**config.mk**
```make
export PLATFORM = sky130hd
export DESIGN_NAME = color_blender
export DESIGN_NICKNAME = d
export VERILOG_FILES = /design/src/rtl/color_blender_pkg.sv /design/src/rtl/color_mul_norm.sv /design/src/rtl/color_blender.sv
export SDC_FILE = /design/constraint.sdc
export NUM_CORES = 2
export LEC_CHECK = 0
export BUFFER_PORTS_ARGS = -buffer_cell sky130_fd_sc_hd__buf_2
export CORE_UTILIZATION = 25
export DETAILED_ROUTE_END_ITERATION = 10
export PLACE_DENSITY = 0.38
export SLEW_MARGIN = 20
export SYNTH_ARGS = -nofsm -noshare
export SYNTH_HDL_FRONTEND = slang
export SYNTH_SLANG_ARGS = --single-unit
```
**constraint.sdc**
```tcl
create_clock -name aclk -period 12.5 [get_ports aclk]
set_input_delay 1.875 -clock aclk [delete_from_list [all_inputs] [get_ports aclk]]
set_output_delay 1.875 -clock aclk [all_outputs]
set_load 0.01 [all_outputs]
```
**src/rtl/color_blender_pkg.sv**
```systemverilog
// rtl/color_blender_pkg.sv - shared channel positions and blend factor encodings
// Purpose: register/descriptor defines shared by the blend stage and its
//          configuration path.
// Contents: COLOR_*_POS channel slots (R in the MSBs), blend_factor_e codes.
package color_blender_pkg;

  localparam int NUM_CH      = 4;

  // Channel slot index within a pixel word; slot k occupies bits [k*SPW +: SPW].
  localparam int COLOR_R_POS = 3;
  localparam int COLOR_G_POS = 2;
  localparam int COLOR_B_POS = 1;
  localparam int COLOR_A_POS = 0;

  typedef enum logic [3:0] {
    BF_ZERO                = 4'd0,
    BF_ONE                 = 4'd1,
    BF_SRC_COLOR           = 4'd2,
    BF_ONE_MINUS_SRC_COLOR = 4'd3,
    BF_DST_COLOR           = 4'd4,
    BF_ONE_MINUS_DST_COLOR = 4'd5,
    BF_SRC_ALPHA           = 4'd6,
    BF_ONE_MINUS_SRC_ALPHA = 4'd7,
    BF_DST_ALPHA           = 4'd8,
    BF_ONE_MINUS_DST_ALPHA = 4'd9,
    BF_SRC_ALPHA_SATURATE  = 4'd10
  } blend_factor_e;

endpackage

```
**src/rtl/color_mul_norm.sv**
```systemverilog
// rtl/color_mul_norm.sv - one channel of registered normalised colour * factor
// Purpose: o_r = (p + (p >> SPW) + 2^(SPW-1)) >> SPW with p = i_c * i_f,
//          so a full-scale factor returns the colour unchanged and zero gives zero.
// Ports:
//   aclk, reset  clock, synchronous active-high reset
//   ce           advance enable; 0 holds the result register
//   i_c, i_f     colour channel and blend factor (SPW bits each)
//   o_r          registered normalised product (SPW bits)
module color_mul_norm #(
  parameter int SPW = 8
) (
  input  logic           aclk,
  input  logic           reset,
  input  logic           ce,
  input  logic [SPW-1:0] i_c,
  input  logic [SPW-1:0] i_f,
  output logic [SPW-1:0] o_r
);

  logic [2*SPW-1:0] w_p;
  logic [2*SPW:0]   w_sum;
  logic             w_unused;
  logic [SPW-1:0]   r_r;

  assign w_p = i_c * i_f;

  // Adding p >> SPW approximates division by (2^SPW - 1) instead of 2^SPW;
  // the worst case (255*255) stays below 2^(2*SPW), so the top bit is always 0.
  assign w_sum = {1'b0, w_p}
               + {{(SPW + 1){1'b0}}, w_p[2*SPW-1:SPW]}
               + {{(SPW + 1){1'b0}}, 1'b1, {(SPW - 1){1'b0}}};

  assign w_unused = ^{w_sum[2*SPW], w_sum[SPW-1:0]};

  always_ff @(posedge aclk) begin
    if (reset) begin
      r_r <= '0;
    end else if (ce) begin
      r_r <= w_sum[2*SPW-1:SPW];
    end
  end

  assign o_r = r_r;

endmodule

```
**src/rtl/color_blender.sv**
```systemverilog
// rtl/color_blender.sv - three-stage framebuffer blend: out = src*Fs + dst*Fd
// Purpose: blends the fogged fragment colour with the framebuffer colour per RGBA
//          channel using GL-style factors; passes src through when disabled.
// Ports:
//   aclk, reset        clock, synchronous active-high reset
//   ce                 pipeline advance; 0 holds every stage
//   s_valid/s_tag      input fragment valid and opaque tag
//   s_src_color        fogged fragment colour (RGBA, R in MSBs)
//   s_dst_color        framebuffer colour at the fragment position
//   confEnable         1 = blend, 0 = pass src
//   confSrcFactor/Dst  blend factor codes (blend_factor_e)
//   m_valid/m_tag      output valid and tag, 3 ce cycles after input
//   m_color            blended colour
module color_blender
  import color_blender_pkg::*;
#(
  parameter int SUB_PIXEL_WIDTH = 8,
  parameter int TAG_WIDTH       = 16
) (
  input  logic                         aclk,
  input  logic                         reset,
  input  logic                         ce,
  input  logic                         s_valid,
  input  logic [TAG_WIDTH-1:0]         s_tag,
  input  logic [4*SUB_PIXEL_WIDTH-1:0] s_src_color,
  input  logic [4*SUB_PIXEL_WIDTH-1:0] s_dst_color,
  input  logic                         confEnable,
  input  logic [3:0]                   confSrcFactor,
  input  logic [3:0]                   confDstFactor,
  output logic                         m_valid,
  output logic [TAG_WIDTH-1:0]         m_tag,
  output logic [4*SUB_PIXEL_WIDTH-1:0] m_color
);

  localparam int             SPW = SUB_PIXEL_WIDTH;
  localparam logic [SPW-1:0] MAX = '1;

  // Factor for one channel. Saturate is only meaningful as a source factor;
  // undefined codes and dst-side saturate resolve to zero.
  function automatic logic [SPW-1:0] f_resolve(
    input logic [3:0]     i_code,
    input logic           i_is_dst,
    input logic           i_is_alpha,
    input logic [SPW-1:0] i_cs,
    input logic [SPW-1:0] i_as,
    input logic [SPW-1:0] i_cd,
    input logic [SPW-1:0] i_ad
  );
    logic [SPW-1:0] v_sat;
    logic [SPW-1:0] v_f;
    v_sat = (i_as < (MAX - i_ad)) ? i_as : (MAX - i_ad);
    case (blend_factor_e'(i_code))
      BF_ZERO:                v_f = '0;
      BF_ONE:                 v_f = MAX;
      BF_SRC_COLOR:           v_f = i_cs;
      BF_ONE_MINUS_SRC_COLOR: v_f = MAX - i_cs;
      BF_DST_COLOR:           v_f = i_cd;
      BF_ONE_MINUS_DST_COLOR: v_f = MAX - i_cd;
      BF_SRC_ALPHA:           v_f = i_as;
      BF_ONE_MINUS_SRC_ALPHA: v_f = MAX - i_as;
      BF_DST_ALPHA:           v_f = i_ad;
      BF_ONE_MINUS_DST_ALPHA: v_f = MAX - i_ad;
      BF_SRC_ALPHA_SATURATE:  v_f = i_is_dst ? '0 : (i_is_alpha ? MAX : v_sat);
      default:                v_f = '0;
    endcase
    return v_f;
  endfunction

  logic [SPW-1:0]             w_as;
  logic [SPW-1:0]             w_ad;
  logic [NUM_CH-1:0][SPW-1:0] w_fs;
  logic [NUM_CH-1:0][SPW-1:0] w_fd;
  logic [NUM_CH-1:0][SPW-1:0] w_rs;
  logic [NUM_CH-1:0][SPW-1:0] w_rd;
  logic [NUM_CH-1:0][SPW:0]   w_sum;
  logic [4*SPW-1:0]           w_blend;

  // Stage 1: fragment plus its own latched config and resolved factors.
  logic                       r1_valid;
  logic [TAG_WIDTH-1:0]       r1_tag;
  logic                       r1_en;
  logic [4*SPW-1:0]           r1_src;
  logic [4*SPW-1:0]           r1_dst;
  logic [NUM_CH-1:0][SPW-1:0] r1_fs;
  logic [NUM_CH-1:0][SPW-1:0] r1_fd;

  // Stage 2: products live inside color_mul_norm; sidebands ride alongside.
  logic                       r2_valid;
  logic [TAG_WIDTH-1:0]       r2_tag;
  logic                       r2_en;
  logic [4*SPW-1:0]           r2_src;

  assign w_as = s_src_color[COLOR_A_POS*SPW +: SPW];
  assign w_ad = s_dst_color[COLOR_A_POS*SPW +: SPW];

  for (genvar ch = 0; ch < NUM_CH; ch++) begin : g_ch
    assign w_fs[ch] = f_resolve(confSrcFactor, 1'b0, (ch == COLOR_A_POS),
                                s_src_color[ch*SPW +: SPW], w_as,
                                s_dst_color[ch*SPW +: SPW], w_ad);
    assign w_fd[ch] = f_resolve(confDstFactor, 1'b1, (ch == COLOR_A_POS),
                                s_src_color[ch*SPW +: SPW], w_as,
                                s_dst_color[ch*SPW +: SPW], w_ad);

    color_mul_norm #(.SPW(SPW)) u_mul_src (
      .aclk  (aclk),
      .reset (reset),
      .ce    (ce),
      .i_c   (r1_src[ch*SPW +: SPW]),
      .i_f   (r1_fs[ch]),
      .o_r   (w_rs[ch])
    );

    color_mul_norm #(.SPW(SPW)) u_mul_dst (
      .aclk  (aclk),
      .reset (reset),
      .ce    (ce),
      .i_c   (r1_dst[ch*SPW +: SPW]),
      .i_f   (r1_fd[ch]),
      .o_r   (w_rd[ch])
    );

    // Stage 3 saturating add: carry out means the sum exceeded full scale.
    assign w_sum[ch] = {1'b0, w_rs[ch]} + {1'b0, w_rd[ch]};
    assign w_blend[ch*SPW +: SPW] = w_sum[ch][SPW] ? MAX : w_sum[ch][SPW-1:0];
  end

  always_ff @(posedge aclk) begin
    if (reset) begin
      r1_valid <= 1'b0;
      r1_tag   <= '0;
      r1_en    <= 1'b0;
      r1_src   <= '0;
      r1_dst   <= '0;
      r1_fs    <= '0;
      r1_fd    <= '0;
    end else if (ce) begin
      r1_valid <= s_valid;
      r1_tag   <= s_tag;
      r1_en    <= confEnable;
      r1_src   <= s_src_color;
      r1_dst   <= s_dst_color;
      r1_fs    <= w_fs;
      r1_fd    <= w_fd;
    end
  end

  always_ff @(posedge aclk) begin
    if (reset) begin
      r2_valid <= 1'b0;
      r2_tag   <= '0;
      r2_en    <= 1'b0;
      r2_src   <= '0;
    end else if (ce) begin
      r2_valid <= r1_valid;
      r2_tag   <= r1_tag;
      r2_en    <= r1_en;
      r2_src   <= r1_src;
    end
  end

  always_ff @(posedge aclk) begin
    if (reset) begin
      m_valid <= 1'b0;
      m_tag   <= '0;
      m_color <= '0;
    end else if (ce) begin
      m_valid <= r2_valid;
      m_tag   <= r2_tag;
      m_color <= r2_en ? w_blend : r2_src;
    end
  end

endmodule

```
==> results.py <==
metrics = {
    "outcome": {
        "status": "complete, no violations",
    },
    "timing": {
        "max_freq_mhz": 142,
        "min_period_over_period": 0.564,
        "min_period_ns": 7.05,
        "rsz0062_at_grt": "false",
        "report.final.slew_viol_count": 0,
        "hold_viol_final": 0,
        "finalSetupViolations": 0,
        "final.setup.worst_slack_ns": 5.45,
        "clock_skew_ns": 0.0373,
        "tightest_slew_ns": 1.14,
        "fin_tns_setup_ns": 0,
        "relSlewSlack": 0.240,
    },
    "power_and_ir_drop": {
        "clock_power_share": 0.461,
        "p_seq_frac": 0.352,
        "power_mw": 3.16,
        "max-vdd-ir-drop_uv": 82.5,
        "p_comb_frac": 0.187,
        "internal-power_mw": 2.14,
        "p_sw_mw": 1.02,
        "power_density_nw_per_um2": 79.8,
        "leakagePower_nw": 19.4,
        "p_sw_frac": 0.322,
    },
    "cells_and_area": {
        "seq_area_sq_um": 6190,
        "final_cells": 6075,
        "drive_above_1_share": 0.0737,
        "nFillCells": 15200,
        "finalNetCount": 4974,
        "syn_to_final_growth_pct": 11.9,
        "multi_input_area_sq_um": 26600,
        "design_area_sq_um": 39600,
    },
    "floorplanning": {
        "dieArea_sq_um": 143000,
        "core-area_sq_um": 140000,
        "num_rows": 137,
        "start_util": 0.253,
        "die_h_um": 378,
        "fp.dieW_um": 378,
        "io-pin-count": 142,
    },
    "logic_synthesis": {
        "syn_avg_cell_area_sq_um": 8.56,
        "ys_seq_area_frac": 0.175,
        "syn_nets": 4954,
        "netlist_area_sq_um": 35400,
        "syn_inst": 4135,
        "ys_ff_latch": 309,
        "yosys_warnings": 0,
        "ys.flop_type": "dfxtp_1",
        "synth_edf_count": 0,
        "synth_cell_types": 96,
        "synthArstFlopShare": 0,
    },
    "worst_setup_path": {
        "critPathBufInv": 4,
        "critPathCaptureType": "flip-flop",
        "cp_slowest_cell": "fa_1",
        "start_kind": "flip-flop",
        "max_stage_delay_ns": 0.55,
        "path_class": "flip-flop to flip-flop",
        "rrSetupSlack_ns": 5.45,
        "cp.depth": 26,
        "cp_top_family": "adder cells",
        "critPathMaxFanout": 10,
        "crit_required_ns": 13.00,
        "rr_worst_depth": 26,
        "cp.arrival_ns": 7.55,
    },
    "placement": {
        "placed_area_sq_um": 37900,
        "pre_cts_ws_ns": 5.45,
        "place.gp.congestion": 0.812,
        "dp.cells": 5983,
        "dp_hpwl_um": 91100,
        "portBuffers": 141,
    },
    "hold_path": {
        "hold_depth": 2,
        "hold_path_class": "flip-flop to flip-flop",
    },
    "clocking": {
        "cts.htree.levels": 2,
        "path_clk_slew_ns": 0.06,
        "cts_hold_buf": 0,
        "cts_resized": 0,
        "clock_path_buffers": 3,
        "cts_tree": "built",
        "clk_latency_ns": 0.64,
        "numCtsBuffers": 46,
        "cts_setup_buffers": 0,
        "cts.sinks": 309,
        "ctsRootBufferMaster": "clkbuf_16",
    },
    "global_route": {
        "grt_max_degree": 130,
        "grt_pass1_vias": 29300,
        "grt.overflow.total": 0,
        "grtUsageTotal": 0.165,
        "grt_pass1_wl_um": 182000,
        "antenna_found_initial": 24,
    },
    "route": {
        "via_count": 28800,
        "routedWlPerCell_um": 19.3,
        "final_antenna_net_count": 0,
        "drt_first_pass_iters": 5,
        "via_per_inst": 4.74,
        "drc": 0,
        "drt_wl_total_um": 117000,
        "first_iter_violations": 1646,
    },
    "run": {
        "drv_cap": 0,
    },
}
per-layer routing:
metal | up-vias | global-route usage | share of wire
li1 | 14200 | - | -
met1 | 14100 | 0.232 | 0.49
met2 | 433 | 0.268 | 0.45
met3 | 120 | 0.0222 | 0.038
met4 | 12 | 0.0336 | 0.020
met5 | - | 0 | 0.00068
worst paths after layout:
| check | start | to |
|---|---|---|
| worst max register to register | r1_src[29] | g_ch[3].u_mul_src.o_r[7] |
| worst min register to register | m_color[28] | m_color[28] |
| worst max-delay path | r1_src[29] | g_ch[3].u_mul_src.o_r[7] |
| worst min-delay path | m_color[28] | m_color[28] |
worst register-to-register path, cell delays in order (launching register included):
cell,delay [ns]
dfxtp_1,0.53
nand2_1,0.14
fa_1,0.53
fa_1,0.55
inv_1,0.05
fa_1,0.47
inv_1,0.05
fa_1,0.48
inv_1,0.04
ha_1,0.32
and2_1,0.21
a21oi_1,0.22
a211o_1,0.23
o21ai_1,0.15
or4_1,0.52
nand3_1,0.14
ha_1,0.25
inv_1,0.06
ha_1,0.24
a21oi_1,0.15
o21ai_0,0.15
or3_1,0.37
nor3_1,0.24
nor3b_2,0.14
and4_1,0.26
and4_1,0.20
a311o_1,0.26
kinds of logic (layout without fill, tap and decap cells):
kind of cell               Yosys count  in the layout  share of synthesized area
AOI/OAI and AO/OA                  765            765                      0.157
xor gates and xnor gates           149            149                     0.0376
adders and majority gates          726            726                      0.318
buffers and inverters              706            764                     0.0762
DFF                                309            309                      0.175
muxes                              161            161                     0.0455
other                                0              6                          0
and+or+nand+nor                   1319           1319                      0.191
layout make-up:
| cell class | count | share of cell area |
|---|---|---|
| antenna | 6 | 0.000379 |
| clock buffer | 60 | 0.0329 |
| clock inverter | 26 | 0.00922 |
| inverter | 516 | 0.0489 |
| multi-input combinational | 3120 | 0.670 |
| sequential | 309 | 0.156 |
| tap | 1876 | 0.0592 |
| timing repair buffer | 162 | 0.0229 |
state kept, by name, summed over array words and instances (netlist names):
register	cells
g_ch.u_mul_src.o_r	32
r1_src	32
r1_dst	32
r1_fs	32
r2_src	32
r1_fd	32
m_tag	16
r1_valid	1
r2_valid	1
g_ch.u_mul_dst.o_r	32
r1_en	1
m_valid	1
r1_tag	16
r2_en	1
m_color	32
r2_tag	16
stage by stage:
| stage | util | hold slack, ns |
|---|---|---|
| 3_5_place_dp | 0.271 | 0.468 |
| 3_3_place_gp | 0.271 | 0.466 |
| 6_report | 0.283 | 0.473 |
| 5_1_grt | 0.283 | 0.495 |
| 4_1_cts | 0.283 | 0.477 |
| 2_1_floorplan | - | 0.445 |
synthesized netlist by cell type, drive strengths merged, types with 32 or more instances:
master	count	area share
fa	292	0.17
xnor2	88	0.022
a21o	48	0.010
xor2	61	0.015
dfxtp	309	0.17
a21oi	108	0.015
nor3	100	0.014
mux2i	160	0.045
a31oi	36	0.0064
ha	434	0.15
nand3	35	0.0051
o21ai	135	0.019
inv	516	0.055
and2	434	0.077
a22oi	56	0.012
nor2	352	0.037
a211oi	80	0.017
nand2	237	0.025
clkbuf	159	0.018
a221oi	34	0.0084
o32ai	32	0.0079
nand2b	32	0.0057
placed cells by master (no fill, tap or decap), types with 24 or more instances in the layout:
master and n:
fa_1 292, dfxtp_1 308, nor2_1 351, ha_1 434
a221o_1 27, a211oi_1 78, o32ai_1 32, nand3_1 34
inv_1 515, buf_2 139, nor3_1 99, mux2i_1 160
xor2_1 60, nand2_1 237, a221oi_1 34, xnor2_1 87
a21o_1 48, o221ai_1 25, clkbuf_16 47, nand2b_1 32
o221a_2 24, and2_1 434, o21a_1 25, a31oi_1 36
o21ai_0 120, a21oi_1 107, a22oi_1 56
power by group through the flow:
stage	clock, mW	combinational, mW	sequential [mW]
final	1.46	0.590	1.11
after global routing	1.56	0.667	1.12
after CTS	1.51	0.597	1.12
after detailed placement	0	0.594	1.14
after global placement	0	0.595	1.14
after floorplan	0	0.413	1.09
Note: power is estimated with default switching activity, not from simulation.
